### src/rtl/dm_cache_pkg.sv
// rtl/dm_cache_pkg.sv - shared types, defaults and address helpers for the direct-mapped cache
package dm_cache_pkg;

    localparam int DEF_ADDR_W   = 32;
    localparam int DEF_DATA_W   = 32;
    localparam int DEF_INDEX_W  = 4;
    localparam int DEF_OFFSET_W = 2;
    localparam int DEF_CNT_W    = 16;

    typedef enum logic [2:0] {
        ST_IDLE     = 3'd0,
        ST_LOOKUP   = 3'd1,
        ST_MEM_REQ  = 3'd2,
        ST_MEM_WAIT = 3'd3,
        ST_RESP     = 3'd4
    } dm_state_t;

    // Helpers work on a 64-bit view so any address width up to 64 can share them.
    function automatic logic [63:0] addr_index(input logic [63:0] addr,
                                               input int offset_w,
                                               input int index_w);
        return (addr >> offset_w) & ((64'd1 << index_w) - 64'd1);
    endfunction

    function automatic logic [63:0] addr_tag(input logic [63:0] addr,
                                             input int offset_w,
                                             input int index_w);
        return addr >> (offset_w + index_w);
    endfunction

endpackage

### src/rtl/dm_cache_line_array.sv
// rtl/dm_cache_line_array.sv - valid/tag/data storage with async read, one write port, bulk invalidate
module dm_cache_line_array #(
    parameter int INDEX_W = 4,
    parameter int TAG_W   = 26,
    parameter int DATA_W  = 32
) (
    input  logic               clk,
    input  logic               rst_n,
    input  logic [INDEX_W-1:0] rd_idx_i,
    output logic               rd_valid_o,
    output logic [TAG_W-1:0]   rd_tag_o,
    output logic [DATA_W-1:0]  rd_data_o,
    input  logic               wr_en_i,
    input  logic [INDEX_W-1:0] wr_idx_i,
    input  logic [TAG_W-1:0]   wr_tag_i,
    input  logic [DATA_W-1:0]  wr_data_i,
    input  logic               clear_valid_i
);

    localparam int LINES = 1 << INDEX_W;

    logic [LINES-1:0]  valid_q;
    logic [LINES-1:0]  valid_d;
    logic [TAG_W-1:0]  tag_q  [LINES];
    logic [DATA_W-1:0] data_q [LINES];

    always_comb begin
        valid_d = valid_q;
        if (clear_valid_i) begin
            valid_d = '0;
        end else if (wr_en_i) begin
            valid_d[wr_idx_i] = 1'b1;
        end
    end

    always_ff @(posedge clk or negedge rst_n) begin
        if (!rst_n) begin
            valid_q <= '0;
        end else begin
            valid_q <= valid_d;
        end
    end

    // Tag and data need no reset: a line is only observed through its valid bit.
    always_ff @(posedge clk) begin
        if (wr_en_i) begin
            tag_q[wr_idx_i]  <= wr_tag_i;
            data_q[wr_idx_i] <= wr_data_i;
        end
    end

    assign rd_valid_o = valid_q[rd_idx_i];
    assign rd_tag_o   = tag_q[rd_idx_i];
    assign rd_data_o  = data_q[rd_idx_i];

endmodule

### src/rtl/dm_cache_ctrl.sv
// rtl/dm_cache_ctrl.sv - direct-mapped write-through cache controller with CPU/memory handshakes
module dm_cache_ctrl
    import dm_cache_pkg::*;
#(
    parameter int ADDR_W   = DEF_ADDR_W,
    parameter int DATA_W   = DEF_DATA_W,
    parameter int INDEX_W  = DEF_INDEX_W,
    parameter int OFFSET_W = DEF_OFFSET_W,
    parameter int CNT_W    = DEF_CNT_W
) (
    input  logic              clk,
    input  logic              rst_n,
    input  logic              cpu_req_valid,
    output logic              cpu_req_ready,
    input  logic              cpu_req_we,
    input  logic [ADDR_W-1:0] cpu_req_addr,
    input  logic [DATA_W-1:0] cpu_req_wdata,
    output logic              cpu_resp_valid,
    output logic [DATA_W-1:0] cpu_resp_rdata,
    output logic              cpu_resp_hit,
    output logic              mem_req_valid,
    input  logic              mem_req_ready,
    output logic              mem_req_we,
    output logic [ADDR_W-1:0] mem_req_addr,
    output logic [DATA_W-1:0] mem_req_wdata,
    input  logic              mem_resp_valid,
    input  logic [DATA_W-1:0] mem_resp_rdata,
    input  logic              flush,
    output logic [CNT_W-1:0]  hit_cnt,
    output logic [CNT_W-1:0]  miss_cnt
);

    localparam int TAG_W = ADDR_W - INDEX_W - OFFSET_W;

    dm_state_t         state_q, state_d;
    logic              req_we_q, req_we_d;
    logic [ADDR_W-1:0] req_addr_q, req_addr_d;
    logic [DATA_W-1:0] req_wdata_q, req_wdata_d;
    logic              lookup_hit_q, lookup_hit_d;
    logic [DATA_W-1:0] res_rdata_q, res_rdata_d;
    logic              res_hit_q, res_hit_d;
    logic              resp_valid_q, resp_valid_d;
    logic [DATA_W-1:0] resp_rdata_q, resp_rdata_d;
    logic              resp_hit_q, resp_hit_d;
    logic              mem_req_valid_q, mem_req_valid_d;
    logic              mem_req_we_q, mem_req_we_d;
    logic [ADDR_W-1:0] mem_req_addr_q, mem_req_addr_d;
    logic [DATA_W-1:0] mem_req_wdata_q, mem_req_wdata_d;
    logic [CNT_W-1:0]  hit_cnt_q, hit_cnt_d;
    logic [CNT_W-1:0]  miss_cnt_q, miss_cnt_d;

    logic [INDEX_W-1:0] req_idx;
    logic [TAG_W-1:0]   req_tag;
    logic               line_valid;
    logic [TAG_W-1:0]   line_tag;
    logic [DATA_W-1:0]  line_data;
    logic               arr_we;
    logic [DATA_W-1:0]  arr_wdata;
    logic               arr_clear;
    logic               lookup_hit;
    logic               mem_req_done;

    assign req_idx      = INDEX_W'(addr_index(64'(req_addr_q), OFFSET_W, INDEX_W));
    assign req_tag      = TAG_W'(addr_tag(64'(req_addr_q), OFFSET_W, INDEX_W));
    assign lookup_hit   = line_valid && (line_tag == req_tag);
    assign mem_req_done = mem_req_valid_q && mem_req_ready;

    assign cpu_req_ready = (state_q == ST_IDLE) && !flush;

    dm_cache_line_array #(
        .INDEX_W (INDEX_W),
        .TAG_W   (TAG_W),
        .DATA_W  (DATA_W)
    ) u_lines (
        .clk           (clk),
        .rst_n         (rst_n),
        .rd_idx_i      (req_idx),
        .rd_valid_o    (line_valid),
        .rd_tag_o      (line_tag),
        .rd_data_o     (line_data),
        .wr_en_i       (arr_we),
        .wr_idx_i      (req_idx),
        .wr_tag_i      (req_tag),
        .wr_data_i     (arr_wdata),
        .clear_valid_i (arr_clear)
    );

    always_comb begin
        state_d      = state_q;
        req_we_d     = req_we_q;
        req_addr_d   = req_addr_q;
        req_wdata_d  = req_wdata_q;
        lookup_hit_d = lookup_hit_q;
        res_rdata_d  = res_rdata_q;
        res_hit_d    = res_hit_q;
        hit_cnt_d    = hit_cnt_q;
        miss_cnt_d   = miss_cnt_q;
        arr_we       = 1'b0;
        arr_wdata    = req_wdata_q;
        arr_clear    = 1'b0;

        // Outputs are registered from the current state, so they trail the FSM by one cycle.
        resp_valid_d = (state_q == ST_RESP);
        resp_rdata_d = (state_q == ST_RESP) ? res_rdata_q : '0;
        resp_hit_d   = (state_q == ST_RESP) && res_hit_q;

        mem_req_valid_d = (state_q == ST_MEM_REQ) && !mem_req_done;
        mem_req_we_d    = mem_req_we_q;
        mem_req_addr_d  = mem_req_addr_q;
        mem_req_wdata_d = mem_req_wdata_q;
        if ((state_q == ST_MEM_REQ) && !mem_req_valid_q) begin
            mem_req_we_d    = req_we_q;
            mem_req_addr_d  = {req_addr_q[ADDR_W-1:OFFSET_W], {OFFSET_W{1'b0}}};
            mem_req_wdata_d = req_we_q ? req_wdata_q : '0;
        end

        case (state_q)
            ST_IDLE: begin
                if (flush) begin
                    arr_clear = 1'b1;
                end else if (cpu_req_valid) begin
                    req_we_d    = cpu_req_we;
                    req_addr_d  = cpu_req_addr;
                    req_wdata_d = cpu_req_wdata;
                    state_d     = ST_LOOKUP;
                end
            end
            ST_LOOKUP: begin
                lookup_hit_d = lookup_hit;
                if (lookup_hit) begin
                    if (hit_cnt_q != '1) hit_cnt_d = hit_cnt_q + CNT_W'(1);
                end else begin
                    if (miss_cnt_q != '1) miss_cnt_d = miss_cnt_q + CNT_W'(1);
                end
                if (req_we_q) begin
                    arr_we  = lookup_hit;
                    state_d = ST_MEM_REQ;
                end else if (lookup_hit) begin
                    res_rdata_d = line_data;
                    res_hit_d   = 1'b1;
                    state_d     = ST_RESP;
                end else begin
                    state_d = ST_MEM_REQ;
                end
            end
            ST_MEM_REQ: begin
                if (mem_req_done) begin
                    if (req_we_q) begin
                        res_rdata_d = '0;
                        res_hit_d   = lookup_hit_q;
                        state_d     = ST_RESP;
                    end else begin
                        state_d = ST_MEM_WAIT;
                    end
                end
            end
            ST_MEM_WAIT: begin
                if (mem_resp_valid) begin
                    arr_we      = 1'b1;
                    arr_wdata   = mem_resp_rdata;
                    res_rdata_d = mem_resp_rdata;
                    res_hit_d   = 1'b0;
                    state_d     = ST_RESP;
                end
            end
            ST_RESP: begin
                state_d = ST_IDLE;
            end
            default: begin
                state_d = ST_IDLE;
            end
        endcase
    end

    always_ff @(posedge clk or negedge rst_n) begin
        if (!rst_n) begin
            state_q         <= ST_IDLE;
            req_we_q        <= 1'b0;
            req_addr_q      <= '0;
            req_wdata_q     <= '0;
            lookup_hit_q    <= 1'b0;
            res_rdata_q     <= '0;
            res_hit_q       <= 1'b0;
            resp_valid_q    <= 1'b0;
            resp_rdata_q    <= '0;
            resp_hit_q      <= 1'b0;
            mem_req_valid_q <= 1'b0;
            mem_req_we_q    <= 1'b0;
            mem_req_addr_q  <= '0;
            mem_req_wdata_q <= '0;
            hit_cnt_q       <= '0;
            miss_cnt_q      <= '0;
        end else begin
            state_q         <= state_d;
            req_we_q        <= req_we_d;
            req_addr_q      <= req_addr_d;
            req_wdata_q     <= req_wdata_d;
            lookup_hit_q    <= lookup_hit_d;
            res_rdata_q     <= res_rdata_d;
            res_hit_q       <= res_hit_d;
            resp_valid_q    <= resp_valid_d;
            resp_rdata_q    <= resp_rdata_d;
            resp_hit_q      <= resp_hit_d;
            mem_req_valid_q <= mem_req_valid_d;
            mem_req_we_q    <= mem_req_we_d;
            mem_req_addr_q  <= mem_req_addr_d;
            mem_req_wdata_q <= mem_req_wdata_d;
            hit_cnt_q       <= hit_cnt_d;
            miss_cnt_q      <= miss_cnt_d;
        end
    end

    assign cpu_resp_valid = resp_valid_q;
    assign cpu_resp_rdata = resp_rdata_q;
    assign cpu_resp_hit   = resp_hit_q;
    assign mem_req_valid  = mem_req_valid_q;
    assign mem_req_we     = mem_req_we_q;
    assign mem_req_addr   = mem_req_addr_q;
    assign mem_req_wdata  = mem_req_wdata_q;
    assign hit_cnt        = hit_cnt_q;
    assign miss_cnt       = miss_cnt_q;

endmodule
### config.mk
export PLATFORM = sky130hd
export DESIGN_NAME = dm_cache_ctrl
export DESIGN_NICKNAME = d
export VERILOG_FILES = /design/src/rtl/dm_cache_pkg.sv /design/src/rtl/dm_cache_line_array.sv /design/src/rtl/dm_cache_ctrl.sv
export SDC_FILE = /design/constraint.sdc
export NUM_CORES = 1
export LEC_CHECK = 0
export BUFFER_PORTS_ARGS = -buffer_cell sky130_fd_sc_hd__buf_2
export CORE_MARGIN = 3
export CORE_UTILIZATION = 25
export DETAILED_ROUTE_END_ITERATION = 16
export HOLD_SLACK_MARGIN = 0.08
export SKIP_CTS_REPAIR_TIMING = 1
export SLEW_MARGIN = 20
export SYNTH_ARGS = -nofsm -noshare
export SYNTH_HDL_FRONTEND = slang
export SYNTH_SLANG_ARGS = --single-unit
### constraint.sdc
create_clock -name clk -period 19.4 [get_ports clk]
set_input_delay 0 -clock clk [delete_from_list [all_inputs] [get_ports clk]]
set_output_delay 0 -clock clk [all_outputs]
set_load 0.1 [all_outputs]
==> reports/metrics.cfg <==
[route]
viasPerCell = 4.53
drtIter0Drc = 2163
dr.pass1.iters = 5
ant_nets = 0
routed_wirelength_um = 125000
vias = 24900
wire_per_inst_um = 22.8
route.detailed.drc = 0

[placement]
dpl.cell_count = 5114
numPortBuffers = 231
place_congestion = 0.771
place.detailed.hpwl_um = 71600
dp_slack_ns = 11.98

[timing]
skew_ns = 0.0375
slew_headroom = 0.254
setup_viol_count_final = 0
min_period_ns = 7.28
timing.final.crit_share = 0.375
final_hold_viol_count = 0
layout_setup_ws_ns = 12.12
rsz0062_at_grt = no
drv_slew = 0
max_freq_mhz = 137
fin_tns_setup_ns = 0
tightest_slew_ns = 1.12
fin_hold_ws_ns = 0.0773

[setup_path]
required_ns = 19.75
worstPathMaxFanout = 107
r2r_cells = 13
crit_path_end_kind = flop
start_kind = flop
path_class = flop to flop
critPathArrivalTime_ns = 7.63

[finish]
final_common_cell = edfxtp_1
layout_common_cells = 928 x edfxtp_1, 240 x dfrtp_1, 230 x buf_2, 224 x mux4_2, 197 x nand2_1
n_fill_cell = 18000
area_growth_pct = 21.0
fin_cells = 5504
nNetsFinal = 3033
layout-drive-gt1-share = 0.314

[yosys]
ys_seq_area_frac = 0.729
synth_edf_count = 928
synth_warnings = 0
synthCells = 2492
yosys-top-cells-area = edfxtp_1 60%, dfrtp_1 13%, mux4_2 11%
yosysTopAreaCell = edfxtp_1
ys_async_sr_fraction = 0.210
ys.flop_type = edfxtp_1
synth_top_area_share = 0.597
syn_area_mm2 = 0.0467
synth_cell_type_count = 72
ys_seq_elements = 1174
syn_area_per_cell_um2 = 18.7

[floorplanning]
die_height_um = 438
io_pins = 236
fp-row-count = 157
die-area_mm2 = 0.192
initial_core_util = 0.253
core_mm2 = 0.184
die_x_um = 438

[clock_network]
clk_pin_slew_ns = 0.06
clock-sinks = 1174
h-tree-depth = 3
clockRootBuffer = clkbuf_16
max-clock-path-buffers = 3
cts_buffers = 114
cts_tree = yes
clk_latency_ns = 0.75

[min_path]
min_path_type = primary input to flop
min_path_cells = 3

[global_routing]
grt_pass1_wl_um = 179000
grt_max_degree = 160
antenna_found_initial = 15
grt-ovfl-total = 0
grt_pass1_vias = 25000
grtUsageTotal = 0.127

[power]
total_power_mw = 8.87
leakage_nw = 19.8
power.density_mw_per_mm2 = 157
peakVddDrop_mv = 0.108

[flow_run]
cap_violations = 0

[status]
outcome = finished clean

## power by group
group	internal [mW]	total, mW	switching (mW)
combinational	1.05	3.04	1.99
sequential	3.26	3.56	0.302
clock	1.29	2.27	0.983
## cell usage after synthesis, types with 22 or more instances
cell and number:
nor3_1 29, buf_1 27, a22oi_1 24, clkbuf_1 75, nor2_1 22, nand3_1 51
o22ai_1 24, mux4_2 224, mux2i_1 83, and2_1 36, dfrtp_1 246, edfxtp_1 928
nand2_1 197, mux2_2 191, o21ai_0 52, xor2_1 33
## cells by family after synthesis
family	synth area share
compound gates	0.0260
buf+inv	0.0177
simple gates	0.0445
xor+xnor	0.00976
flops	0.729
other cells	0.0000803
mux	0.173
fa+ha+maj	0.000536
## state kept, by name, indices dropped and copies added (netlist names), 3 cells and up
name             flops
u_lines.tag_q      416
req_wdata_q         32
state_q              3
hit_cnt             16
mem_req_addr        30
miss_cnt            16
mem_req_wdata       32
u_lines.data_q     512
req_addr_q          30
cpu_resp_rdata      32
res_rdata_q         32
u_lines.valid_q     16
## layout make-up
class | count | area, um2 | area share
Antenna cell | 10 | 25.0 | 0.000443
Inverter | 16 | 60.1 | 0.00106
Clock buffer | 155 | 3290 | 0.0582
Tap cell | 2464 | 3080 | 0.0546
Sequential cell | 1174 | 34000 | 0.603
Multi-Input combinational cell | 1159 | 12000 | 0.212
Timing Repair Buffer | 463 | 3390 | 0.0600
Clock inverter | 63 | 629 | 0.0111
## per-stage QoR
step,util,area (um2)
6_report,0.307,56500
4_1_cts,0.297,54800
3_3_place_gp,0.276,50900
3_5_place_dp,0.276,50900
2_1_floorplan,-,46700
5_1_grt,0.306,56500
## worst max-delay path, stage by stage, from the launching register on
cell	delay, ns
dfrtp_4	0.74
buf_12	0.69
buf_4	0.88
mux2_2	0.41
o22ai_1	0.18
or3_1	0.14
o2111ai_1	0.18
or4_1	0.60
o22a_1	0.28
nand2b_1	0.20
o41a_1	0.32
buf_4	0.27
nor3_2	0.79
buf_4	0.98
## final timing paths
kind,start,to,slack (ns)
min reg2reg,res_rdata_q[16],cpu_resp_rdata[16],0.47
max reg2reg,req_addr_q[2],u_lines.data_q[10][22],12.12
max in group asynchronous,rst_n,req_addr_q[3],18.01
min in group asynchronous,rst_n,state_q[2],0.40
max,req_addr_q[2],u_lines.data_q[10][22],12.12
min,cpu_req_addr[5],req_addr_q[5],0.08
## layer usage
layer | up-vias | track usage | part of all wire
met3 | 193 | 0.0223 | 0.049
met4 | 6 | 0.0483 | 0.035
met5 | - | 0 | 0.00027
met2 | 700 | 0.225 | 0.52
li1 | 10800 | - | -
met1 | 13200 | 0.153 | 0.39
No activity file was read; power rests on OpenSTA's default activity.
